--- config.mk ---
export PLATFORM = sky130hd
export DESIGN_NAME = if_id_skid_register
export DESIGN_NICKNAME = d
export VERILOG_FILES = /design/src/rtl/mips_pkg.sv /design/src/rtl/ifid_entry_reg.sv /design/src/rtl/if_id_skid_register.sv
export SDC_FILE = /design/constraint.sdc
export NUM_CORES = 1
export LEC_CHECK = 0
export ABC_CLOCK_PERIOD_IN_PS = 6100
export CAP_MARGIN = 20
export CORE_UTILIZATION = 30
export DETAILED_ROUTE_END_ITERATION = 10
export DONT_BUFFER_PORTS = 1
export SYNTH_ARGS = -nofsm -noshare
export SYNTH_HDL_FRONTEND = slang
export SYNTH_SLANG_ARGS = --single-unit
--- constraint.sdc ---
create_clock -name clk -period 6.1 [get_ports clk]
set_input_delay 1.22 -clock clk [delete_from_list [all_inputs] [get_ports clk]]
set_output_delay 1.22 -clock clk [all_outputs]
set_load 0.02 [all_outputs]
--- src/rtl/mips_pkg.sv ---
// rtl/mips_pkg.sv - shared MIPS core types and constants
`timescale 1ns/1ps
package mips_pkg;

  localparam int DEF_INSTR_W = 32;
  localparam int DEF_ADDR_W  = 32;

  localparam logic [31:0] NOP_INSTR = 32'h0000_0000;

  typedef enum logic [1:0] {
    IFID_EMPTY = 2'd0,
    IFID_BUSY  = 2'd1,
    IFID_FULL  = 2'd2
  } ifid_state_e;

endpackage

--- src/rtl/ifid_entry_reg.sv ---
// rtl/ifid_entry_reg.sv - one instr + pc_plus1 storage slot with load enable
`timescale 1ns/1ps
module ifid_entry_reg
  import mips_pkg::*;
#(
  parameter int INSTR_W = DEF_INSTR_W,
  parameter int ADDR_W  = DEF_ADDR_W
) (
  input  logic               clk,
  input  logic               reset,
  input  logic               load,
  input  logic [INSTR_W-1:0] d_instr,
  input  logic [ADDR_W-1:0]  d_pc_plus1,
  output logic [INSTR_W-1:0] q_instr,
  output logic [ADDR_W-1:0]  q_pc_plus1
);

  // Capture the slot contents on load; reset clears to a NOP at address 0.
  always_ff @(posedge clk or posedge reset) begin
    if (reset) begin
      q_instr    <= INSTR_W'(NOP_INSTR);
      q_pc_plus1 <= '0;
    end else if (load) begin
      q_instr    <= d_instr;
      q_pc_plus1 <= d_pc_plus1;
    end
  end

endmodule

--- src/rtl/if_id_skid_register.sv ---
// rtl/if_id_skid_register.sv - IF/ID boundary with 2-entry skid buffer; IFID_PERF_CNT_EN adds perf counters
`timescale 1ns/1ps
module if_id_skid_register
  import mips_pkg::*;
#(
  parameter int INSTR_W = DEF_INSTR_W,
  parameter int ADDR_W  = DEF_ADDR_W
) (
  input  logic               clk,
  input  logic               reset,
  input  logic               in_valid,
  output logic               in_ready,
  input  logic [INSTR_W-1:0] in_instr,
  input  logic [ADDR_W-1:0]  in_pc_plus1,
  input  logic               flush,
  output logic               out_valid,
  input  logic               out_ready,
  output logic [INSTR_W-1:0] out_instr,
  output logic [ADDR_W-1:0]  out_pc_plus1
`ifdef IFID_PERF_CNT_EN
  ,
  output logic [31:0]        perf_accepted,
  output logic [31:0]        perf_flushed
`endif
);

  ifid_state_e state_q;
  ifid_state_e state_d;

  logic in_fire;
  logic out_fire;
  logic main_load;
  logic skid_load;
  logic main_from_skid;

  logic [INSTR_W-1:0] skid_instr;
  logic [ADDR_W-1:0]  skid_pc_plus1;
  logic [INSTR_W-1:0] main_d_instr;
  logic [ADDR_W-1:0]  main_d_pc_plus1;

  assign in_fire  = in_valid & in_ready;
  assign out_fire = out_valid & out_ready;

  assign main_d_instr    = main_from_skid ? skid_instr    : in_instr;
  assign main_d_pc_plus1 = main_from_skid ? skid_pc_plus1 : in_pc_plus1;

  // Next-state and slot-load decode; flush overrides everything and blocks loads.
  always_comb begin
    state_d        = state_q;
    main_load      = 1'b0;
    skid_load      = 1'b0;
    main_from_skid = 1'b0;
    if (flush) begin
      state_d = IFID_EMPTY;
    end else begin
      case (state_q)
        IFID_EMPTY: begin
          if (in_fire) begin
            main_load = 1'b1;
            state_d   = IFID_BUSY;
          end
        end
        IFID_BUSY: begin
          if (in_fire && out_fire) begin
            main_load = 1'b1;
          end else if (in_fire) begin
            skid_load = 1'b1;
            state_d   = IFID_FULL;
          end else if (out_fire) begin
            state_d = IFID_EMPTY;
          end
        end
        IFID_FULL: begin
          if (out_fire) begin
            main_load      = 1'b1;
            main_from_skid = 1'b1;
            state_d        = IFID_BUSY;
          end
        end
        default: state_d = IFID_EMPTY;
      endcase
    end
  end

  // State plus registered handshake outputs, all derived from the next state.
  always_ff @(posedge clk or posedge reset) begin
    if (reset) begin
      state_q   <= IFID_EMPTY;
      in_ready  <= 1'b1;
      out_valid <= 1'b0;
    end else begin
      state_q   <= state_d;
      in_ready  <= (state_d != IFID_FULL);
      out_valid <= (state_d != IFID_EMPTY);
    end
  end

  ifid_entry_reg #(.INSTR_W(INSTR_W), .ADDR_W(ADDR_W)) u_main (
    .clk        (clk),
    .reset      (reset),
    .load       (main_load),
    .d_instr    (main_d_instr),
    .d_pc_plus1 (main_d_pc_plus1),
    .q_instr    (out_instr),
    .q_pc_plus1 (out_pc_plus1)
  );

  ifid_entry_reg #(.INSTR_W(INSTR_W), .ADDR_W(ADDR_W)) u_skid (
    .clk        (clk),
    .reset      (reset),
    .load       (skid_load),
    .d_instr    (in_instr),
    .d_pc_plus1 (in_pc_plus1),
    .q_instr    (skid_instr),
    .q_pc_plus1 (skid_pc_plus1)
  );

`ifdef IFID_PERF_CNT_EN
  logic [1:0] drop_cnt;

  // Entries lost to a flush: main unless decode takes it this cycle, plus skid when full.
  assign drop_cnt = 2'(out_valid & ~out_ready) + 2'(state_q == IFID_FULL);

  // Accepted/flushed counters; both wrap naturally at 2^32.
  always_ff @(posedge clk or posedge reset) begin
    if (reset) begin
      perf_accepted <= '0;
      perf_flushed  <= '0;
    end else begin
      if (in_fire && !flush) perf_accepted <= perf_accepted + 32'd1;
      if (flush)             perf_flushed  <= perf_flushed + 32'(drop_cnt);
    end
  end
`endif

endmodule

==> results of run 1 <==
-- power breakdown --
part | internal (W) | total [W] | leakage (nW) | switching [W]
combinational | 0.000289 | 0.000549 | 0.749 | 0.000259
clock | 0.000621 | 0.00102 | 0.284 | 0.000401
sequential | 0.00122 | 0.00168 | 1.58 | 0.000464
total | 0.00213 | 0.00325 | 2.61 | 0.00112
-- cell type report --
cell class | instances | area (µm²)
inverter | 2 | 12.5
timing repair buffer | 8 | 72.6
clock buffer | 19 | 453
multi-input combinational | 401 | 2760
clock inverter | 13 | 134
fill | 2107 | 14000
tap | 275 | 344
sequential | 132 | 3300
-- worst register-to-register path: cells and delay by family, from the launching register on --
kind / cells / cell delay (ns)
flip-flops: 1 / 0.62
AND/OR/NAND/NOR: 2 / 1.12
buffers and inverters: 1 / 0.52
AO/OA/AOI/OAI: 1 / 0.16
-- per-stage QoR --
stage | setup WS, ns | util, %
finish | 3.47 | 33.6
global route | 3.36 | 33.6
CTS | 3.30 | 33.5
detailed placement | 2.84 | 30.7
global placement | 2.87 | 30.7
floorplan | 1.36 | -
-- kinds of logic (layout without fill, tap and decap cells) --
| kind of cell | count (synthesis) | count (layout) | share of synthesized area [%] |
|---|---|---|---|
| simple gates | 266 | 266 | 22.6 |
| flops | 132 | 132 | 51.0 |
| compound gates | 71 | 71 | 8.20 |
| buf+inv | 71 | 42 | 7.14 |
| mux | 64 | 64 | 11.1 |
-- placed cells by master (no fill, tap or decap) --
cell type / n
sky130_fd_sc_hd__dfrtp_1: 131
sky130_fd_sc_hd__buf_4: 7
sky130_fd_sc_hd__and4bb_4: 1
sky130_fd_sc_hd__nand2b_2: 1
sky130_fd_sc_hd__nand2_1: 1
sky130_fd_sc_hd__nand2_2: 1
sky130_fd_sc_hd__clkinvlp_4: 3
sky130_fd_sc_hd__clkinv_2: 5
sky130_fd_sc_hd__clkbuf_16: 17
sky130_fd_sc_hd__a211oi_1: 67
sky130_fd_sc_hd__nor2_1: 64
sky130_fd_sc_hd__o21ai_0: 1
sky130_fd_sc_hd__and3_1: 1
sky130_fd_sc_hd__a21bo_4: 1
sky130_fd_sc_hd__o22ai_1: 1
sky130_fd_sc_hd__nor2_8: 1
sky130_fd_sc_hd__mux2_2: 64
sky130_fd_sc_hd__clkinv_4: 3
sky130_fd_sc_hd__bufinv_16: 2
sky130_fd_sc_hd__nor4_1: 126
sky130_fd_sc_hd__nand3_1: 1
sky130_fd_sc_hd__dfstp_2: 1
sky130_fd_sc_hd__nand4b_1: 1
sky130_fd_sc_hd__inv_6: 1
sky130_fd_sc_hd__nand4bb_4: 1
sky130_fd_sc_hd__nand4_1: 1
sky130_fd_sc_hd__and4b_2: 1
sky130_fd_sc_hd__nor3_1: 63
sky130_fd_sc_hd__or4bb_1: 1
sky130_fd_sc_hd__buf_12: 1
sky130_fd_sc_hd__clkbuf_8: 2
sky130_fd_sc_hd__a21boi_4: 1
sky130_fd_sc_hd__inv_2: 1
sky130_fd_sc_hd__and4b_1: 1
-- routing by layer --
| metal | track usage (%) | vias to the layer above |
|---|---|---|
| li1 | - | 2249 |
| met1 | 22.6 | 2449 |
| met2 | 25.3 | 166 |
| met3 | 5.66 | 9 |
| met4 | 5.10 | 0 |
| met5 | 0 | - |
-- sequential cells by signal, indices dropped and copies added, names as in the netlist --
register           count
u_skid.q_instr        32
state_q                2
u_skid.q_pc_plus1     32
u_main.q_instr        32
in_ready               1
u_main.q_pc_plus1     32
out_valid              1
-- worst paths after layout --
| check | from | endpoint |
|---|---|---|
| max | out_ready | u_main.q_pc_plus1[23] |
| min | u_skid.q_pc_plus1[27] | u_skid.q_pc_plus1[27] |
| max reg2reg | out_valid | u_main.q_pc_plus1[23] |
| min reg2reg | u_skid.q_pc_plus1[27] | u_skid.q_pc_plus1[27] |
| max in group asynchronous | reset | u_main.q_pc_plus1[0] |
| min in group asynchronous | reset | u_main.q_instr[28] |
==> results.cfg, run 1 <==
[placement]
placed_cells = 817
hpwl_mm = 10.1
placed_cell_area_um2 = 6470
placement.io_buffers = 0
globalplace.congestion = 0.701

[finish]
final_layout_size_suffix_gt1_share_pct = 20.0
design_area_um2 = 7080
post_layout_nonfiller_instances = 850
num_antenna_cells = 0
layout.nets = 631
syn_to_final_growth_pct = 9.13

[routing]
remaining_drc_errors = 0
wire_per_inst_um = 21.0
vias_per_cell = 5.73
detail_route.iter0.violations = 261
dr.max_layer_used = met4
m1_wl_mm = 8.15
routed-wl-met3_mm = 1.32
drt_pass1_iterations = 4
routed-wl-met2_mm = 8.21
total_routed_length_mm = 17.9
via_count = 4873
ant_nets = 0

[worst_setup_path]
critPathBufInv = 1
critical-path-top-delay-family = simple AND/OR/NAND/NOR gates
timing.critical_path.from_type = input port
crit_slowest_cell = sky130_fd_sc_hd__and4b_2
critical_path_cell_count = 4
cp.arrival_ns = 2.93
rr_worst_depth = 4
critical_path_class = in2reg
critPathMaxFanout = 35
cp_cell_sequence = and4b_2, buf_4, a211oi_1, nor4_1
worstPathRequired_ns = 6.40
reg2reg_slack_ns = 3.56
critical-path-max-stage-delay_ns = 0.69
end_kind = flip-flop

[sta]
max-slew-margin-rel_pct = 32.2
final-setup-viol-count = 0
final.setup_skew_ns = 0.0121
hold_viol_final = 0
finalCriticalPeriod_ns = 2.64
timing_worst_slew_pin_value_ns = 1.02
setup_tns_ns = 0
achievable-frequency_ghz = 0.380
hold_ws_ns = 0.506
unrepaired_setup_endpoints_after_global_routing = no
min_period_over_period_pct = 43.2
drv_slew = 0

[cts]
post-cts-setup-buffers = 0
cts.sinks = 132
clock_insertion_delay_worst_skew_ns = 0.41
cts-htree-levels = 4
clockBufferDepth = 2
number_of_cts_inserted_buffers = 17
worst_path_clk_slew_ns = 0.06
hold_buffers = 0
tritoncts = built
post_cts.resized_instances = 0
clockRootBuffer = sky130_fd_sc_hd__clkbuf_16

[yosys]
yosys.area.top_type = sky130_fd_sc_hd__dfrtp_1
synthCells = 604
synth_top_cells_by_area = sky130_fd_sc_hd__dfrtp_1 51%, sky130_fd_sc_hd__nor4_1 12%, sky130_fd_sc_hd__mux2_2 11%, sky130_fd_sc_hd__a211oi_1 7.8%, sky130_fd_sc_hd__nor3_1 4.9%
syn_area_um2 = 6480
yosys.cell_count.top_type = sky130_fd_sc_hd__dfrtp_1
syn-num-nets = 673
ys.flop_type = sky130_fd_sc_hd__dfrtp_1
synth_seq_cells = 132
async_reset_ff_share_pct = 100
synth_sequential_area_ratio_pct = 51.0
yosys.area.top_type_share_pct = 50.6
synth_warnings = 0
post_synth.cell_area_avg_um2 = 10.7
synth_enable_flop_cells = 0
synth_cell_type_count = 28
synth_commonest_cells = 131 x sky130_fd_sc_hd__dfrtp_1, 126 x sky130_fd_sc_hd__nor4_1, 67 x sky130_fd_sc_hd__a211oi_1

[grt]
antenna_violations_before_repair = 0
grt_pass1_vias = 4959
global_route.overflow_total = 0
grt_start_max_net_pins = 83
global_route_wire_length_before_repair_mm = 28.9
combined_global_route_utilization_of_all_metal_layers_pct = 16.8

[power_and_ir_drop]
power.static_leakage_nw = 2.61
finalPower_w = 0.00325
ir_drop_v = 0.000159
power.density_nw_per_um2 = 459

[floorplanning]
rows = 53
die_x_um = 149
initial_core_util_pct = 30.7
io_pins = 135
floorplan.core_area_um2 = 21100
die_height_um = 149
design.die.area_um2 = 22200

[outcome]
outcome = finished clean

[worst_hold_path]
min_path_cells = 1
min_path_type = reg2reg

[job]
timing.max_cap.violations = 0
(Power assumes the default switching activity.)
==> run 2, diff against run 1 <==
--- a/config.mk
+++ b/config.mk
@@ -5,7 +5,7 @@
 export SDC_FILE = /design/constraint.sdc
 export NUM_CORES = 1
 export LEC_CHECK = 0
-export ABC_CLOCK_PERIOD_IN_PS = 6100
+export ABC_CLOCK_PERIOD_IN_PS = 2700
 export CAP_MARGIN = 20
 export CORE_UTILIZATION = 30
 export DETAILED_ROUTE_END_ITERATION = 10
==> constraint.sdc (replaced) <==
create_clock -name clk -period 2.7 [get_ports clk]
set_input_delay 0.54 -clock clk [delete_from_list [all_inputs] [get_ports clk]]
set_output_delay 0.54 -clock clk [all_outputs]
set_load 0.02 [all_outputs]
==> run 2 against run 1 <==
- power up 140%
- via count up 3.3%
- clock-buffer cell count up 3
- setup slack worse by 2.9 ns
- die area unchanged
- cell count up 1.1%
- clock skew down 0.0039 ns
- combinational power up 130%
- worst hold slack worse by 0.31 ns
- global-route usage up 1.2 points
- sequential power up 130%
- utilization up 1.0 points
- critical endpoint is now u_main.q_pc_plus1[3]
- largest cell class unchanged
- largest power group unchanged
==> results.cfg, run 2 (synthesized netlist as in run 1, its figures left out) <==
[outcome]
outcome = finished clean

[finish]
multiInputGateArea_um2 = 2760
post_layout_nonfiller_instances = 859
num_antenna_cells = 0
syn_to_final_growth_pct = 12.4
fin_util_pct = 34.6
final_layout_size_suffix_gt1_share_pct = 20.5
layout.area.seq_um2 = 3300
most_frequent_standard_cell_in_the_layout_excluding_fill_and_tap_cells = sky130_fd_sc_hd__dfrtp_1
count_of_fill_cells_added_during_filler_insertion = 2109
most-common-layout-cells = 131 x sky130_fd_sc_hd__dfrtp_1, 126 x sky130_fd_sc_hd__nor4_1, 67 x sky130_fd_sc_hd__a211oi_1
layout.nets = 640

[floorplanning]
die_height_um = 149
io_pins = 135
floorplan.core_area_um2 = 21100
design.die.area_um2 = 22200
die_x_um = 149
initial_core_util_pct = 30.7
rows = 53

[worst_setup_path]
worstPathRequired_ns = 3.01
critical_path_class = reg2reg
reg2reg_slack_ns = 0.57
critPathMaxFanout = 40
cp.arrival_ns = 2.44
capture_point_of_the_worst_reg_to_reg_path = u_main.q_pc_plus1[3]
critical_path.reg2reg.startpoint = out_valid
rr_worst_depth = 4
timing.critical_path.from_type = flip-flop
end_kind = flip-flop

[sta]
final-setup-viol-count = 0
drv_slew = 0
unrepaired_setup_endpoints_after_global_routing = no
min_period_over_period_pct = 79.0
hold_viol_final = 0
max-slew-margin-rel_pct = 42.9
hold_ws_ns = 0.196
setup_tns_ns = 0
finalCriticalPeriod_ns = 2.13
achievable-frequency_ghz = 0.469
timing_worst_slew_pin_value_ns = 0.856
final.setup_skew_ns = 0.00821

[worst_hold_path]
hold_start = flush
min_path_type = in2reg
hold_path_end = out_valid
min_path_cells = 1

[cts]
clock_insertion_delay_worst_skew_ns = 0.41
cts-htree-levels = 4
clockBufferDepth = 2
cts.sinks = 132
worst_path_clk_slew_ns = 0.06
tritoncts = built
number_of_cts_inserted_buffers = 17
clockRootBuffer = sky130_fd_sc_hd__clkbuf_16
post_cts.resized_instances = 0

[power_and_ir_drop]
power.static_leakage_nw = 2.71
power.density_nw_per_um2 = 1050
comb_power_share_pct = 16.8
ir_drop_v = 0.000414
share_clk_of_total_power_pct = 33.5
p_seq_share_pct = 49.7
p_int_w = 0.00511
net-switching-power_w = 0.00253
finalPower_w = 0.00764
sw_frac_of_total_pct = 33.1

[placement]
globalplace.congestion = 0.728
placed_cells = 826
hpwl_mm = 10.5
placement.io_buffers = 0

[routing]
via_count = 5035
total_routed_length_mm = 19.2
drt_pass1_iterations = 4
detail_route.iter0.violations = 354
remaining_drc_errors = 0
vias_per_cell = 5.86
ant_nets = 0
wire_per_inst_um = 22.3

[grt]
global_route_wire_length_before_repair_mm = 30.6
global_route.overflow_total = 0
antenna_violations_before_repair = 0
combined_global_route_utilization_of_all_metal_layers_pct = 18.0
grt_pass1_vias = 5157
grt_start_max_net_pins = 69

[job]
timing.max_cap.violations = 0
run 2: cell types whose count changed in the layout (fill, tap and decap cells not counted), sizes merged:
cell	change
clkinvlp	-1
clkinv	-4
bufinv	+3
inv	-1
clkbuf	+3
buf	+8
dlygate4sd3	+1
run 2: final cells by class:
type	instances	area share, %
inverter	2	0.155
sequential	132	45.3
timing repair buffer	17	3.16
clock inverter	10	2.44
tap	275	4.72
multi-input combinational	401	37.8
clock buffer	22	6.37
run 2: worst max-delay path by stage:
| stage | from | cells after the start | end |
|---|---|---|---|
| floorplan | reset | 1 | out_valid |
| global placement | out_valid | 4 | u_main.q_instr[21] |
| detailed placement | out_valid | 4 | u_main.q_instr[17] |
| CTS | out_valid | 4 | u_main.q_instr[3] |
| global route | out_valid | 4 | u_main.q_instr[10] |
| finish | out_valid | 4 | u_main.q_pc_plus1[3] |
run 2: routing by layer:
| metal | GRT usage (%) | routed length, µm | share of wire, % | up-vias |
|---|---|---|---|---|
| met2 | 26.9 | 8810 | 46 | 155 |
| met4 | 4.39 | 166 | 0.87 | 0 |
| met1 | 24.8 | 8620 | 45 | 2616 |
| met5 | 0 | 0 | 0 | - |
| met3 | 6.18 | 1560 | 8.2 | 15 |
| li1 | - | - | - | 2249 |
run 2: per-stage QoR:
stage          setup WS, ns  instance area (µm²)
2_1_floorplan         0.524                 6490
3_3_place_gp          0.615                 6640
3_5_place_dp          0.575                 6640
4_1_cts               0.577                 7290
5_1_grt               0.372                 7290
6_report              0.568                 7290
run 2: repair_timing:
item,4_1_cts,5_1_grt
hold endpoints to repair,12,0
hold buffers,1,0
setup buffers,0,0
run 2: power by group through the flow:
stage | Clock, W | Combinational [W] | Sequential, W
floorplan | 0 | 0.00110 | 0.00364
global placement | 0 | 0.00126 | 0.00381
detailed placement | 0 | 0.00129 | 0.00383
CTS | 0.00262 | 0.00129 | 0.00381
global route | 0.00271 | 0.00144 | 0.00392
finish | 0.00256 | 0.00128 | 0.00380
run 2: critical path, cell delays in order (launching register included):
cell and delay, ns:
sky130_fd_sc_hd__dfrtp_1 0.59, sky130_fd_sc_hd__a21bo_4 0.50, sky130_fd_sc_hd__buf_4 0.56, sky130_fd_sc_hd__nor2_1 0.08, sky130_fd_sc_hd__nor4_1 0.25
